$ cat src/rtl/mem_io_pkg.sv
// Shared types and constants for the memory/IO bridge: FSM state encoding,
// the IO window base address and an elaboration-time clog2 helper.
package mem_io_pkg;

  typedef enum logic [1:0] {
    IDLE = 2'd0,
    REQ  = 2'd1,
    DONE = 2'd2
  } state_t;

  localparam logic [31:0] IO_BASE = 32'hFFFFFC00;

  function automatic int clog2(input int n);
    int r;
    r = 0;
    for (int i = 0; i < 31; i++) begin
      if ((1 << i) < n) r = i + 1;
    end
    return r;
  endfunction

endpackage

$ cat src/rtl/mem_io_if.sv
// Bus bundle between CPU datapath, data memory and the IO channels.
// slave = bridge view, master = environment (CPU/memory/peripheral) view.
interface mem_io_if #(
  parameter int NCH  = 4,
  parameter int IO_W = 16
);
  logic                  mRead;
  logic                  mWrite;
  logic                  ioRead;
  logic                  ioWrite;
  logic [31:0]           addr_in;
  logic [31:0]           r_rdata;
  logic [31:0]           m_rdata;
  logic [31:0]           addr_out;
  logic [31:0]           m_wdata;
  logic                  m_we;
  logic [NCH-1:0]        io_sel;
  logic                  io_req;
  logic                  io_we;
  logic [IO_W-1:0]       io_wdata;
  logic                  io_ack;
  logic [NCH*IO_W-1:0]   io_rdata;
  logic [31:0]           r_wdata;
  logic                  stall;
  logic                  io_err;

  // Handshake: io_req rises with a one-hot io_sel and stays high (with io_sel,
  // io_we, io_wdata stable) until io_ack is sampled high on a rising clock;
  // that edge completes the transfer and io_req drops. io_ack is ignored
  // whenever io_req is low.
  modport slave (
    input  mRead, mWrite, ioRead, ioWrite, addr_in, r_rdata, m_rdata,
           io_ack, io_rdata,
    output addr_out, m_wdata, m_we, io_sel, io_req, io_we, io_wdata,
           r_wdata, stall, io_err
  );

  modport master (
    output mRead, mWrite, ioRead, ioWrite, addr_in, r_rdata, m_rdata,
           io_ack, io_rdata,
    input  addr_out, m_wdata, m_we, io_sel, io_req, io_we, io_wdata,
           r_wdata, stall, io_err
  );

endinterface

$ cat src/rtl/io_chan_mux.sv
// Channel index decode: one-hot select plus the matching read-data slice.
// Out-of-range indices give an all-zero select and zero data.
module io_chan_mux #(
  parameter int NCH   = 4,
  parameter int IO_W  = 16,
  parameter int IDX_W = 3
) (
  input  logic [IDX_W-1:0]      i_idx,
  input  logic [NCH*IO_W-1:0]   i_rdata,
  output logic [NCH-1:0]        o_sel,
  output logic [IO_W-1:0]       o_rdata
);

  always_comb begin
    o_sel   = '0;
    o_rdata = '0;
    for (int k = 0; k < NCH; k++) begin
      if (int'(i_idx) == k) begin
        o_sel[k] = 1'b1;
        o_rdata  = i_rdata[k*IO_W +: IO_W];
      end
    end
  end

endmodule

$ cat src/rtl/mem_io_bridge.sv
// Memory/IO bridge: combinational data-memory passthrough plus a stalling
// multi-cycle IO handshake. Optional IO timeout enabled by `define IO_TIMEOUT_EN.
module mem_io_bridge
  import mem_io_pkg::*;
#(
  parameter int NCH      = 4,
  parameter int IO_W     = 16,
  parameter int CH_SHIFT = 4,
  parameter int SIGN_EXT = 1,
  parameter int TIMEOUT  = 255
) (
  input  logic      clock,
  input  logic      reset,
  mem_io_if.slave   bus,
  output state_t    o_dbg_state
);

  // One bit wider than needed so an out-of-range channel is always encodable.
  localparam int IDX_W = clog2(NCH) + 1;

  state_t            r_state;
  state_t            w_next;
  logic [IDX_W-1:0]  r_ch;
  logic              r_we;
  logic [IO_W-1:0]   r_io_wdata;
  logic [IO_W-1:0]   r_io_rdata;
  logic [IDX_W-1:0]  w_ch;
  logic              w_io_acc;
  logic              w_ch_ok;
  logic [NCH-1:0]    w_sel;
  logic [IO_W-1:0]   w_slice;
  logic [31:0]       w_ext;
  logic              w_expired;

  assign w_io_acc = bus.ioRead | bus.ioWrite;
  assign w_ch     = bus.addr_in[CH_SHIFT +: IDX_W];
  assign w_ch_ok  = (int'(w_ch) < NCH);

  io_chan_mux #(
    .NCH   (NCH),
    .IO_W  (IO_W),
    .IDX_W (IDX_W)
  ) u_chan_mux (
    .i_idx   (r_ch),
    .i_rdata (bus.io_rdata),
    .o_sel   (w_sel),
    .o_rdata (w_slice)
  );

`ifdef IO_TIMEOUT_EN
  localparam int TO_W = (TIMEOUT > 255) ? 16 : 8;
  logic [TO_W-1:0] r_cnt;
  logic            r_err;

  assign w_expired = (r_state == REQ) && !bus.io_ack &&
                     (r_cnt == TO_W'(TIMEOUT - 1));

  // Counter sits at zero outside REQ, so it is clear on every REQ entry.
  always_ff @(posedge clock) begin
    if (reset) begin
      r_cnt <= '0;
      r_err <= 1'b0;
    end else begin
      r_err <= w_expired;
      if (r_state != REQ) r_cnt <= '0;
      else                r_cnt <= r_cnt + 1'b1;
    end
  end

  assign bus.io_err = r_err;
`else
  logic w_unused_timeout;
  assign w_unused_timeout = (TIMEOUT > 0);
  assign w_expired        = 1'b0;
  assign bus.io_err       = 1'b0;
`endif

  always_ff @(posedge clock) begin
    if (reset) begin
      r_state    <= IDLE;
      r_ch       <= '0;
      r_we       <= 1'b0;
      r_io_wdata <= '0;
      r_io_rdata <= '0;
    end else begin
      r_state <= w_next;
      if (r_state == IDLE && w_io_acc) begin
        r_ch       <= w_ch;
        r_we       <= bus.ioWrite;
        r_io_wdata <= bus.r_rdata[IO_W-1:0];
        r_io_rdata <= '0;
      end
      if (r_state == REQ && bus.io_ack && !r_we) r_io_rdata <= w_slice;
      if (w_expired) r_io_rdata <= '0;
    end
  end

  always_comb begin
    w_next = r_state;
    unique case (r_state)
      IDLE:    if (w_io_acc) w_next = w_ch_ok ? REQ : DONE;
      REQ:     if (bus.io_ack || w_expired) w_next = DONE;
      DONE:    w_next = IDLE;
      default: w_next = IDLE;
    endcase
  end

  generate
    if (IO_W == 32) begin : g_no_ext
      assign w_ext = 32'(r_io_rdata);
    end else if (SIGN_EXT != 0) begin : g_sign_ext
      assign w_ext = {{(32-IO_W){r_io_rdata[IO_W-1]}}, r_io_rdata};
    end else begin : g_zero_ext
      assign w_ext = {{(32-IO_W){1'b0}}, r_io_rdata};
    end
  endgenerate

  // IO has priority over an (illegal) simultaneous memory write.
  assign bus.addr_out = bus.addr_in;
  assign bus.m_wdata  = bus.r_rdata;
  assign bus.m_we     = bus.mWrite & ~w_io_acc;
  assign bus.r_wdata  = (r_state == DONE) ? w_ext :
                        (bus.mRead ? bus.m_rdata : 32'd0);

  assign bus.io_req   = (r_state == REQ);
  assign bus.io_sel   = (r_state == REQ) ? w_sel : '0;
  assign bus.io_we    = r_we;
  assign bus.io_wdata = r_io_wdata;
  assign bus.stall    = w_io_acc & (r_state != DONE);

  assign o_dbg_state  = r_state;

endmodule
$ cat src/flat_wrapper.sv
// flat-port wrapper written by rule: the top's interface ports become plain ports
module mem_io_bridge_flat import mem_io_pkg::*;
#(
  parameter int NCH      = 4,
  parameter int IO_W     = 16,
  parameter int CH_SHIFT = 4,
  parameter int SIGN_EXT = 1,
  parameter int TIMEOUT  = 255
)
  (clock, reset, o_dbg_state, bus_mRead, bus_mWrite, bus_ioRead, bus_ioWrite, bus_addr_in, bus_r_rdata, bus_m_rdata, bus_io_ack, bus_io_rdata, bus_addr_out, bus_m_wdata, bus_m_we, bus_io_sel, bus_io_req, bus_io_we, bus_io_wdata, bus_r_wdata, bus_stall, bus_io_err);
  mem_io_if #(.NCH(NCH), .IO_W(IO_W)) bus_i ();
  input  logic clock;
  input  logic reset;
  output state_t o_dbg_state;
  input wire logic [$bits(bus_i.mRead)-1:0] bus_mRead;
  input wire logic [$bits(bus_i.mWrite)-1:0] bus_mWrite;
  input wire logic [$bits(bus_i.ioRead)-1:0] bus_ioRead;
  input wire logic [$bits(bus_i.ioWrite)-1:0] bus_ioWrite;
  input wire logic [$bits(bus_i.addr_in)-1:0] bus_addr_in;
  input wire logic [$bits(bus_i.r_rdata)-1:0] bus_r_rdata;
  input wire logic [$bits(bus_i.m_rdata)-1:0] bus_m_rdata;
  input wire logic [$bits(bus_i.io_ack)-1:0] bus_io_ack;
  input wire logic [$bits(bus_i.io_rdata)-1:0] bus_io_rdata;
  output wire logic [$bits(bus_i.addr_out)-1:0] bus_addr_out;
  output wire logic [$bits(bus_i.m_wdata)-1:0] bus_m_wdata;
  output wire logic [$bits(bus_i.m_we)-1:0] bus_m_we;
  output wire logic [$bits(bus_i.io_sel)-1:0] bus_io_sel;
  output wire logic [$bits(bus_i.io_req)-1:0] bus_io_req;
  output wire logic [$bits(bus_i.io_we)-1:0] bus_io_we;
  output wire logic [$bits(bus_i.io_wdata)-1:0] bus_io_wdata;
  output wire logic [$bits(bus_i.r_wdata)-1:0] bus_r_wdata;
  output wire logic [$bits(bus_i.stall)-1:0] bus_stall;
  output wire logic [$bits(bus_i.io_err)-1:0] bus_io_err;
  assign bus_i.mRead = bus_mRead;
  assign bus_i.mWrite = bus_mWrite;
  assign bus_i.ioRead = bus_ioRead;
  assign bus_i.ioWrite = bus_ioWrite;
  assign bus_i.addr_in = bus_addr_in;
  assign bus_i.r_rdata = bus_r_rdata;
  assign bus_i.m_rdata = bus_m_rdata;
  assign bus_i.io_ack = bus_io_ack;
  assign bus_i.io_rdata = bus_io_rdata;
  assign bus_addr_out = bus_i.addr_out;
  assign bus_m_wdata = bus_i.m_wdata;
  assign bus_m_we = bus_i.m_we;
  assign bus_io_sel = bus_i.io_sel;
  assign bus_io_req = bus_i.io_req;
  assign bus_io_we = bus_i.io_we;
  assign bus_io_wdata = bus_i.io_wdata;
  assign bus_r_wdata = bus_i.r_wdata;
  assign bus_stall = bus_i.stall;
  assign bus_io_err = bus_i.io_err;
  mem_io_bridge #(.NCH(NCH), .IO_W(IO_W), .CH_SHIFT(CH_SHIFT), .SIGN_EXT(SIGN_EXT), .TIMEOUT(TIMEOUT)) u_core (.clock(clock), .reset(reset), .bus(bus_i), .o_dbg_state(o_dbg_state));
endmodule
$ cat config.mk
export PLATFORM = sky130hd
export DESIGN_NAME = mem_io_bridge_flat
export DESIGN_NICKNAME = d
export VERILOG_FILES = /design/src/rtl/mem_io_pkg.sv /design/src/rtl/mem_io_if.sv /design/src/rtl/io_chan_mux.sv /design/src/rtl/mem_io_bridge.sv /design/src/flat_wrapper.sv
export SDC_FILE = /design/constraint.sdc
export NUM_CORES = 1
export LEC_CHECK = 0
export BUFFER_PORTS_ARGS = -buffer_cell sky130_fd_sc_hd__buf_2
export CAP_MARGIN = 20
export CELL_PAD_IN_SITES_DETAIL_PLACEMENT = 0
export CELL_PAD_IN_SITES_GLOBAL_PLACEMENT = 1
export CORE_AREA = 2 2 112 114
export CTS_CLUSTER_SIZE = 12
export DETAILED_ROUTE_END_ITERATION = 8
export DIE_AREA = 0 0 114 116
export HOLD_SLACK_MARGIN = 0.06
export MAX_ROUTING_LAYER = met4
export PLACE_DENSITY_LB_ADDON = 0.1
export SLEW_MARGIN = 20
export SYNTH_ARGS = -nofsm -noshare
export SYNTH_HDL_FRONTEND = slang
export SYNTH_SLANG_ARGS = --single-unit
$ cat constraint.sdc
create_clock -name clock -period 2.95 [get_ports clock]
set_clock_uncertainty 0.15 [all_clocks]
set_input_delay 0.1475 -clock clock [delete_from_list [all_inputs] [get_ports clock]]
set_output_delay 0.1475 -clock clock [all_outputs]
set_load 0.005 [all_outputs]
# After elaboration in Yosys (flattened, before gate mapping)
# Index checks and enable logic that the tools add are counted.
word_totals:
  ff_bits: 38
  input_bits: 167
  output_inout_bits: 123
  elab_cells: 43
op_classes:
  n_reduce_logical: 8
  mux: 17
  order_cmp: 1
  bitwise: 4
  eq_ne: 8
ops:
  columns: ["operator", "n"]
  rows:
  - ["2-to-1 mux 16 bit", 6]
  - ["2-to-1 mux 32 bit", 2]
  - ["equality test 3 bit (second input constant)", 2]
  - ["2-to-1 mux 2 bit", 3]
  - ["2-to-1 mux 1 bit", 4]
  - ["2-to-1 mux 4 bit", 1]
  - ["inequality test 2 bit (second input constant)", 2]
  - ["case mux 2 bit (2 select lines)", 1]
  - ["equality test 3 x 2 -> 1 bit (second input constant)", 1]
  - ["logical AND 1 bit", 3]
  - ["logical NOT 3 bit", 1]
  - ["less-than comparator 3 bit (second input constant)", 1]
  - ["AND 1 bit", 2]
  - ["equality test 2 x 1 -> 1 bit (second input constant)", 1]
  - ["equality test 2 bit (second input constant)", 1]
  - ["logical NOT 2 bit", 1]
  - ["inequality test 2 x 1 -> 1 bit (second input constant)", 1]
  - ["AND reduction 2 bit", 1]
  - ["nonzero test 2 bit", 1]
  - ["logical NOT 1 bit", 1]
  - ["NOT 1 bit", 1]
  - ["bitwise OR 1 bit", 1]

# Logic depth before layout (Yosys ltp)
# Gate-level depths: netlist (run 1).
logic_depth:
  word_depth: 6
  mapped_depth: 5

# Hierarchy
# Synthesis (run 1) repeated with hierarchy kept, for this count alone.
unflattened:
  hier_cells: 350
  hier_area_um2: 2798.9
modules_own_cells:
  columns: ["module", "area_per_inst_um2", "cells_per_inst", "n_inst", "seq_area_each_um2"]
  rows:
  - ["mem_io_bridge", 2277.2, 287, 1, 760.7]
  - ["io_chan_mux", 521.8, 63, 1, 0.0]

# Worst setup path before layout (run 1)
# OpenSTA, ideal clock, no wires.
synth_timing:
  path_kind: "flip-flop to flip-flop"
  from: "register u_core.r_ch[0]"
  to: "register u_core.r_io_rdata[10]"
  setup_ps: 117
  t_arrival_ps: 1330
  stages_incl_launch_ff: 4
  slack_ps: 1353
  cell_sequence: "dfxtp_1 -> buf_2 -> mux4_2 -> a22o_1"
synth_via:
  elab_chain_len: 6
  word_cells_on_any_way: 9
  classes_between: "3 x eq/ne; 5 x mux; 1 x reduce/logical"
synth_lines:
  columns: ["item", "line_no", "text"]
  rows:
  - ["start, declared", "mem_io_bridge.sv:23", "logic [IDX_W-1:0] r_ch;"]
  - ["start signal, assigned", "mem_io_bridge.sv:88", "r_ch <= w_ch;"]
  - ["logical NOT 3 bit", "io_chan_mux.sv:18", "if (int'(i_idx) == k) begin"]
  - ["2-to-1 mux 16 bit (3 in a row)", "io_chan_mux.sv:18", null]
  - ["2-to-1 mux 16 bit (*)", "io_chan_mux.sv:18", null]
  - ["2-to-1 mux 16 bit (*)", "mem_io_bridge.sv:93", "if (r_state == REQ && bus.io_ack && !r_we) r_io_rdata <= w_slice;"]
  - ["end signal, assigned", "mem_io_bridge.sv:93", null]
  - ["end, declared", "mem_io_bridge.sv:26", "logic [IO_W-1:0] r_io_rdata;"]
# Mark *: on every way between the ends. The rest lies on a longest branch, timed or not.
# A chain may end at the register's enable or synchronous reset.

# Final worst setup path (run 1)
layout_timing:
  from: "register u_core.r_state[1], in the netlist u_core.o_dbg_state[1]"
  to: "output bus_r_wdata[29]"
layout_via:
  elab_chain_len: 2
layout_lines:
  columns: ["item", "line_no", "text"]
  rows:
  - ["start, declared", "mem_io_bridge.sv:21", "state_t r_state;"]
  - ["start signal, assigned", "mem_io_bridge.sv:86", "r_state <= w_next;"]
  - ["equality test 2 bit", "mem_io_bridge.sv:122", "assign bus.r_wdata = (r_state == DONE) ? w_ext :"]
  - ["2-to-1 mux 32 bit", "mem_io_bridge.sv:122", null]
  - ["end, declared", "flat_wrapper.sv:31", "output wire logic [$bits(bus_i.r_wdata)-1:0] bus_r_wdata;"]
# No other way between the ends.

==> flow_summary.json, run 1 <==
{
  "status": "finished, final reports clean",
  "yosysWarningCount": 0,
  "drtAntennaViolNets": 0,
  "cp-start-kind": "flop",
  "synthCells": 307,
  "syn_nets": 474,
  "syn_avg_cell_area_um2": 8.69,
  "drc_errors": 0,
  "synth.area.top_cells": "dfxtp_1 29%, buf_4 19%, mux4_2 14%",
  "rsz0062_at_grt": "false",
  "hold_path_depth": 4,
  "cts_tree": "yes",
  "slowest_delay_ns": 0.59,
  "path_cells": "nor2b_2 > buf_4 > and2_1 > a21o_1 > buf_2",
  "wl_per_cell_um": 16.3,
  "hold_end": "u_core.bus.io_we",
  "diodes": 0,
  "dieArea_um2": 13200,
  "end_kind": "output port",
  "relSlewSlack": 0.495,
  "timing.rr.end": "u_core.r_io_rdata[10]",
  "grt_usage": 0.139,
  "start_util": 0.224,
  "yosys.area.top_type": "dfxtp_1",
  "period_needed_ns": 2.37,
  "antenna_found_initial": 0,
  "cap_violations": 0,
  "cts_setup_buffers": 0,
  "synthFlopType": "dfxtp_1",
  "gp_congestion": 0.698,
  "yosysUniqueCellTypes": 29,
  "setup_tns_ns": 0,
  "fp.dieH_um": 116,
  "syn-cell-area_um2": 2670,
  "synth_edf_count": 0,
  "critPathArrivalTime_ns": 2.07,
  "nets": 619,
  "drt-pass1-iter-count": 4,
  "timing.final.crit_share": 0.804,
  "ff2ff_setup_slack_ns": 1.14,
  "synth.top_cell.area_share": 0.285,
  "max_freq_ghz": 0.422,
  "cts_max_level": 2,
  "crit_slowest_cell": "and2_1",
  "clock-sinks": 38,
  "required_ns": 2.65,
  "cts_resized": 0,
  "final_common_cell": "buf_2",
  "grt_pass1_wl_um": 13800,
  "coreArea_um2": 11900,
  "ir_drop_mv": 0.287,
  "dr_total_vias": 2688,
  "finish.utilization": 0.313,
  "drtIter0Drc": 76,
  "async_reset_ff_frac": 0,
  "numCtsBuffers": 5,
  "hold_violations": 0,
  "finalSetupViolations": 0,
  "drive_above_1_share": 0.528,
  "rr_startpoint": "u_core.o_dbg_state[1]",
  "cts_hold_buf": 21,
  "worst-path-max-fanout": 22,
  "syn_to_final_growth_pct": 39.6,
  "hp-start": "bus_ioRead",
  "hold_path.class": "in -> reg",
  "multiInputGateArea_um2": 1310,
  "wirelength_um": 9760,
  "fill_cells": 1310,
  "clock_path_buffers": 2,
  "worstSetupPathType": "reg -> out",
  "final_cell_mix": "198 x buf_2, 38 x dfxtp_1, 35 x o21ai_0, 31 x nand2_1, 21 x dlygate4sd3_1",
  "ys_seq_area_frac": 0.285,
  "slew_violations": 0,
  "clock_latency_ns": 0.28,
  "via_per_inst": 4.48,
  "die_w_um": 114,
  "grt_max_degree": 25,
  "ff_latch_area_um2": 761,
  "io_buffers": 198,
  "rows": 40,
  "grt_pass1_vias": 2666,
  "globalRouteOverflowTotal": 0,
  "hpwl_um": 7420,
  "clk_pin_slew_ns": 0.06,
  "ys_ff_latch": 38,
  "power_leakage_nw": 1.89,
  "clockRootBuffer": "clkbuf_16",
  "power_density_nw_per_um2": 458,
  "r2r_cells": 3,
  "tightestPinTransition_ns": 0.755,
  "top_level_ports": 290
}
worst max-delay path by stage:
stage	to	slack, ns	start	depth (start not counted)
finish	bus_r_wdata[29]	0.58	u_core.o_dbg_state[1]	5
global route	bus_r_wdata[29]	0.38	u_core.o_dbg_state[1]	5
CTS	bus_r_wdata[24]	0.48	u_core.o_dbg_state[0]	4
detailed placement	bus_r_wdata[24]	0.80	u_core.o_dbg_state[0]	4
global placement	bus_r_wdata[20]	0.87	u_core.o_dbg_state[0]	4
floorplan	u_core.r_io_rdata[10]	1.35	u_core.r_ch[0]	3
worst max-delay path, delay by kind of cell (launching register included):
family | cells | cell delay, ns
buffers and inverters | 2 | 0.37
and+or+nand+nor | 2 | 0.85
AOI/OAI and AO/OA | 1 | 0.15
DFF | 1 | 0.42
report_power, final:
| part | internal, mW | switching, mW |
|---|---|---|
| registers | 0.543 | 0.0220 |
| logic | 0.220 | 0.195 |
| clock network | 0.508 | 0.218 |
| total | 1.27 | 0.435 |
cells by family (layout without fill, tap and decap cells):
kind of cell | after synthesis | after routing | share of synthesized area
compound gates | 91 | 91 | 0.218
buf+inv | 91 | 237 | 0.226
mux | 16 | 16 | 0.135
simple gates | 70 | 70 | 0.134
other cells | 1 | 1 | 0.00141
flops | 38 | 38 | 0.285
through the flow:
stage | power, mW | cell area [um2] | instances | setup WS, ns | hold slack [ns]
floorplan | 0.838 | 2670 | 307 | 1.35 | 0.0666
global placement | 0.978 | 3310 | 571 | 0.873 | 0.145
detailed placement | 0.979 | 3310 | 571 | 0.800 | 0.145
CTS | 1.74 | 3720 | 600 | 0.475 | 0.0882
global route | 1.80 | 3720 | 600 | 0.384 | 0.117
finish | 1.71 | 3720 | 600 | 0.579 | 0.0960
state kept, by name (all words and copies together), names as in the netlist:
signal               count
u_core.bus.io_wdata     16
u_core.o_dbg_state       2
u_core.r_ch              3
u_core.bus.io_we         1
u_core.r_io_rdata       16
final cells by class:
class / instances / share of cell area
Sequential cell: 38 / 0.204
Clock buffer: 6 / 0.0373
Clock inverter: 2 / 0.0161
Inverter: 2 / 0.00202
Multi-Input combinational cell: 178 / 0.352
Tap cell: 147 / 0.0494
Timing Repair Buffer: 227 / 0.339
synthesized netlist by cell type, drive strengths merged (2+ instances only):
master	n
buf	72
dfxtp	38
o21ai	35
nand2	31
a21oi	20
nand3	19
a21o	17
clkbuf	17
a22o	16
mux4	16
nor2	4
nor2b	3
and2	2
inv	2
nand2b	2
nor4	2
nor4b	2
or2	2
routing by layer:
layer,GRT usage,part of all wire
met1,0.154,0.40
met2,0.259,0.53
met5,-,0
met3,0.0256,0.062
met4,0.0341,0.013
No activity file was read; power rests on OpenSTA's default activity.
==> run 2, diff against run 1 <==
--- a/config.mk
+++ b/config.mk
@@ -9,10 +9,10 @@
 export CAP_MARGIN = 20
 export CELL_PAD_IN_SITES_DETAIL_PLACEMENT = 0
 export CELL_PAD_IN_SITES_GLOBAL_PLACEMENT = 1
-export CORE_AREA = 2 2 112 114
+export CORE_MARGIN = 1.5
+export CORE_UTILIZATION = 20
 export CTS_CLUSTER_SIZE = 12
 export DETAILED_ROUTE_END_ITERATION = 8
-export DIE_AREA = 0 0 114 116
 export HOLD_SLACK_MARGIN = 0.06
 export MAX_ROUTING_LAYER = met4
 export PLACE_DENSITY_LB_ADDON = 0.1
==> constraint.sdc (replaced) <==
create_clock -name clock -period 1.93 [get_ports clock]
set_clock_uncertainty 0.15 [all_clocks]
set_input_delay 0.0965 -clock clock [delete_from_list [all_inputs] [get_ports clock]]
set_output_delay 0.0965 -clock clock [all_outputs]
set_load 0.005 [all_outputs]
==> flow_summary.json, run 2 (synthesis gave the netlist of run 1 again) <==
{
  "status": "finished, final reports clean",
  "nets": 672,
  "power_leakage_nw": 2.10,
  "whs_ns": 0.0671,
  "drc_errors": 0,
  "cts_max_level": 2,
  "grt_usage": 0.137,
  "wl_per_cell_um": 14.6,
  "final_cells": 681,
  "top_level_ports": 290,
  "final_common_cell": "buf_2",
  "critPathBufInv": 3,
  "coreArea_um2": 13100,
  "syn_to_final_growth_pct": 59.3,
  "power_density_nw_per_um2": 563,
  "rsz0062_at_grt": "false",
  "placedCellCount": 604,
  "worstSetupPathType": "reg -> out",
  "cp_top_family": "buffers and inverters",
  "numCtsBuffers": 5,
  "required_ns": 1.68,
  "setup_tns_ns": 0,
  "timing.final.crit_share": 0.938,
  "hold_path.class": "in -> reg",
  "globalRouteOverflowTotal": 0,
  "fp.dieH_um": 118,
  "slowest_delay_ns": 0.38,
  "drt-pass1-iter-count": 4,
  "multiInputGateArea_um2": 1310,
  "drive_above_1_share": 0.489,
  "cap_violations": 0,
  "hpwl_um": 7160,
  "wirelength_um": 9930,
  "clock-sinks": 38,
  "final_cell_mix": "198 x buf_2, 67 x dlygate4sd3_1, 36 x dfxtp_1, 35 x o21ai_0, 31 x nand2_1",
  "clockRootBuffer": "clkbuf_16",
  "max_freq_ghz": 0.552,
  "via_per_inst": 4.25,
  "cts_tree": "yes",
  "fill_cells": 1416,
  "finalSetupViolations": 0,
  "crit_slowest_cell": "dfxtp_4",
  "path_cells": "nor2b_4 > buf_12 > nor2b_1 > buf_4 > a21o_1 > buf_2",
  "worst-path-max-fanout": 17,
  "antenna_found_initial": 0,
  "critPathArrivalTime_ns": 1.56,
  "finish.utilization": 0.323,
  "diodes": 0,
  "clock_path_buffers": 2,
  "drtIter0Drc": 51,
  "die_w_um": 118,
  "slew_violations": 0,
  "ir_drop_mv": 0.263,
  "ff_latch_area_um2": 766,
  "final_cell_area_um2": 4250,
  "dieArea_um2": 14000,
  "grt_max_degree": 33,
  "start_util": 0.203,
  "grt_pass1_vias": 3031,
  "rows": 42,
  "grt_pass1_wl_um": 14900,
  "hold_violations": 0,
  "clk_pin_slew_ns": 0.06,
  "clock_latency_ns": 0.28,
  "cp-start-kind": "flop",
  "end_kind": "output port",
  "io_buffers": 198,
  "dr_total_vias": 2896,
  "placed_cell_area_um2": 3390,
  "period_needed_ns": 1.81,
  "drtAntennaViolNets": 0,
  "gp_congestion": 0.649
}
## run 2: changes by cell type in the layout (fill, tap and decap cells not counted), moves of 2 or more
| cell | before | now |
|---|---|---|
| nor2b_2 | 2 | 0 |
| dfxtp_1 | 38 | 36 |
| bufinv_16 | 2 | 0 |
| buf_4 | 8 | 13 |
| clkinv_2 | 0 | 2 |
| dlygate4sd3_1 | 21 | 67 |
## run 2: through the flow
step | worst slack (ns) | power [mW]
6_report | 0.119 | 2.39
5_1_grt | 0.0550 | 2.55
4_1_cts | 0.00507 | 2.43
3_5_place_dp | 0.127 | 1.50
3_3_place_gp | 0.201 | 1.50
2_1_floorplan | 0.333 | 1.28
## run 2: area by class of cell
class / count / area share
repair buffers: 280 / 0.425
multi-input cells: 178 / 0.309
flip-flops and latches: 38 / 0.180
well taps: 176 / 0.0519
clock buffers: 5 / 0.0295
clock inverters: 2 / 0.00236
inverters: 2 / 0.00177
## run 2: timing repair
| action | 4_1_cts | 5_1_grt |
|---|---|---|
| hold buffers | 67 | 0 |
| resized for setup | 3 | 2 |
| buffers inserted | 0 | 2 |
| endpoints found under the hold margin | 67 | 0 |
| gates cloned | 0 | 1 |
| endpoints found under the setup margin | 17 | 17 |
| pin swaps | 0 | 0 |
## run 2: per-layer routing
layer,up-vias,GRT usage,part of all wire
met5,-,-,0
met4,0,0.0264,0.0079
met3,7,0.0256,0.063
met2,146,0.253,0.53
met1,1321,0.154,0.40
li1,1422,-,-
## run 2: power by group
part / total, mW / switching [mW] / internal [mW] / leakage, nW
sequential: 0.860 / 0.0300 / 0.830 / 0.312
combinational: 0.743 / 0.322 / 0.421 / 1.72
clock: 0.788 / 0.321 / 0.467 / 0.0694
## run 2: final timing paths
kind / start / to / slack [ns] / cells past startpoint
min reg2reg: u_core.bus.io_wdata[7] / u_core.bus.io_wdata[7] / 0.32 / 2
max reg2reg: u_core.r_ch[0] / u_core.r_io_rdata[6] / 0.37 / 3
min: reset / u_core.o_dbg_state[0] / 0.07 / 2
max: u_core.o_dbg_state[1] / bus_r_wdata[21] / 0.12 / 6
## run 2: worst reg2reg max path, delay by kind of cell, from the launching register on
family | cells | cell delay, ns
multiplexers | 1 | 0.52
AO/OA/AOI/OAI | 1 | 0.23
flip-flops | 1 | 0.33
buffers and inverters | 1 | 0.21
==> run 3, diff against run 2 <==
--- a/config.mk
+++ b/config.mk
@@ -10,7 +10,7 @@
 export CELL_PAD_IN_SITES_DETAIL_PLACEMENT = 0
 export CELL_PAD_IN_SITES_GLOBAL_PLACEMENT = 1
 export CORE_MARGIN = 1.5
-export CORE_UTILIZATION = 20
+export CORE_UTILIZATION = 22
 export CTS_CLUSTER_SIZE = 12
 export DETAILED_ROUTE_END_ITERATION = 8
 export HOLD_SLACK_MARGIN = 0.06
==> constraint.sdc (replaced) <==
create_clock -name clock -period 1.84 [get_ports clock]
set_clock_uncertainty 0.15 [all_clocks]
set_input_delay 0.092 -clock clock [delete_from_list [all_inputs] [get_ports clock]]
set_output_delay 0.092 -clock clock [all_outputs]
set_load 0.005 [all_outputs]
==> flow_summary.json, run 3 (synthesis gave the netlist of run 1 again) <==
{
  "drc_errors": 0,
  "placed_cell_area_um2": 3360,
  "cts_tree": "yes",
  "drive_above_1_share": 0.485,
  "clk_pin_slew_ns": 0.05,
  "globalRouteOverflowTotal": 0,
  "via_per_inst": 4.48,
  "crit_end": "bus_r_wdata[30]",
  "grt_pass1_wl_um": 14600,
  "power_leakage_nw": 2.12,
  "gp_congestion": 0.739,
  "drtAntennaViolNets": 0,
  "fp.dieH_um": 113,
  "final_cell_area_um2": 4250,
  "grt_use_met1": 0.160,
  "die_w_um": 113,
  "cp-start-kind": "flop",
  "grt_use_met3": 0.0348,
  "setup_tns_ns": 0,
  "r2r_cells": 4,
  "timing.rr.end": "u_core.o_dbg_state[0]",
  "hold_violations": 0,
  "cp_top_family": "buffers and inverters",
  "coreArea_um2": 11900,
  "placedCellCount": 577,
  "start_util": 0.224,
  "critPathArrivalTime_ns": 1.49,
  "cts_max_level": 2,
  "end_kind": "output port",
  "rows": 40,
  "ff2ff_setup_slack_ns": 0.16,
  "required_ns": 1.60,
  "status": "finished, final reports clean",
  "ir_drop_mv": 0.309,
  "fill_cells": 1295,
  "wl_per_cell_um": 15.3,
  "antenna_found_initial": 1,
  "clock_path_buffers": 2,
  "slew_violations": 0,
  "grt_usage": 0.150,
  "dr_total_vias": 2933,
  "met2_usage": 0.285,
  "numCtsBuffers": 5,
  "multiInputGateArea_um2": 1320,
  "final_cells": 655,
  "hold_path.class": "in -> reg",
  "cp-startpoint": "u_core.o_dbg_state[1]",
  "top_level_ports": 290,
  "max_freq_ghz": 0.578,
  "wirelength_um": 10000,
  "place_ws_ns": -0.0519,
  "grt_max_degree": 33,
  "whs_ns": 0.0872,
  "nets": 675,
  "drtIter0Drc": 94,
  "cap_violations": 0,
  "hpwl_um": 7360,
  "grt_pass1_vias": 2866,
  "critPathBufInv": 3,
  "power_density_nw_per_um2": 595,
  "clock_latency_ns": 0.28,
  "clockRootBuffer": "clkbuf_16",
  "io_buffers": 198,
  "worst-path-max-fanout": 17,
  "timing.final.crit_share": 0.940,
  "rsz0062_at_grt": "false",
  "busiest_layer": "met2",
  "dieArea_um2": 12800,
  "rr_startpoint": "u_core.o_dbg_state[0]",
  "ff_latch_area_um2": 761,
  "path_cells": "nor2b_4 > buf_12 > and2_1 > buf_6 > a21o_1 > buf_2",
  "drt-pass1-iter-count": 4,
  "cp.depth": 6,
  "final_cell_mix": "198 x buf_2, 68 x dlygate4sd3_1, 38 x dfxtp_1, 35 x o21ai_0, 31 x nand2_1",
  "crit_slowest_cell": "dfxtp_1",
  "worstSetupPathType": "reg -> out",
  "clock-sinks": 38,
  "period_needed_ns": 1.73,
  "syn_to_final_growth_pct": 59.3,
  "fin_ws_ns": 0.110,
  "slowest_delay_ns": 0.33,
  "finalSetupViolations": 0,
  "final_common_cell": "buf_2"
}
-- run 3: worst min path at each step --
stage	start	to	slack [ns]	cells after the start
floorplan	reset	u_core.r_ch[0]	0.01	1
global placement	bus_addr_in[22]	bus_addr_out[22]	0.03	0
detailed placement	bus_addr_in[22]	bus_addr_out[22]	0.03	0
CTS	bus_io_rdata[44]	u_core.r_io_rdata[12]	0.08	3
global route	bus_io_rdata[15]	u_core.r_io_rdata[15]	0.10	3
finish	bus_io_rdata[44]	u_core.r_io_rdata[12]	0.09	3
-- run 3: tightest hold or removal path, delay by kind of cell --
| family | cells | cell delay [ns] |
|---|---|---|
| compound gates | 1 | 0.11 |
| buf+inv | 1 | 0.07 |
| mux | 1 | 0.21 |
-- run 3: power by group --
group / internal, mW / total (mW) / switching (mW) / leakage (nW)
Clock: 0.524 / 0.838 / 0.314 / 0.0688
Combinational: 0.447 / 0.794 / 0.347 / 1.74
Sequential: 0.871 / 0.897 / 0.0257 / 0.311
-- run 3: cell type report --
type                       instances  share of cell area
clock buffer                       6              0.0327
inverter                           2             0.00177
antenna                            1            0.000589
multi-input combinational        178               0.311
timing repair buffer             283               0.432
tap                              147              0.0433
sequential                        38               0.179
-- run 3: layer usage --
layer | part of all wire | routed length [um] | up-vias
met5 | 0 | 0 | -
met1 | 0.38 | 3820 | 1347
li1 | - | - | 1426
met4 | 0.0082 | 82 | 0
met2 | 0.53 | 5360 | 152
met3 | 0.076 | 763 | 8
-- run 3: metrics by stage --
stage / utilization / power (mW)
floorplan: - / 1.34
global placement: 0.282 / 1.57
detailed placement: 0.282 / 1.57
CTS: 0.353 / 2.57
global route: 0.357 / 2.68
finish: 0.357 / 2.53
-- run 3: what timing repair did --
item                       in CTS  in global routing
hold endpoints to repair       66                  0
setup endpoints to repair      17                 17
cloned                          0                  1
pin swaps                       0                  0
resized for setup               7                  0
setup buffers                   0                  2
hold buffers                   68                  0
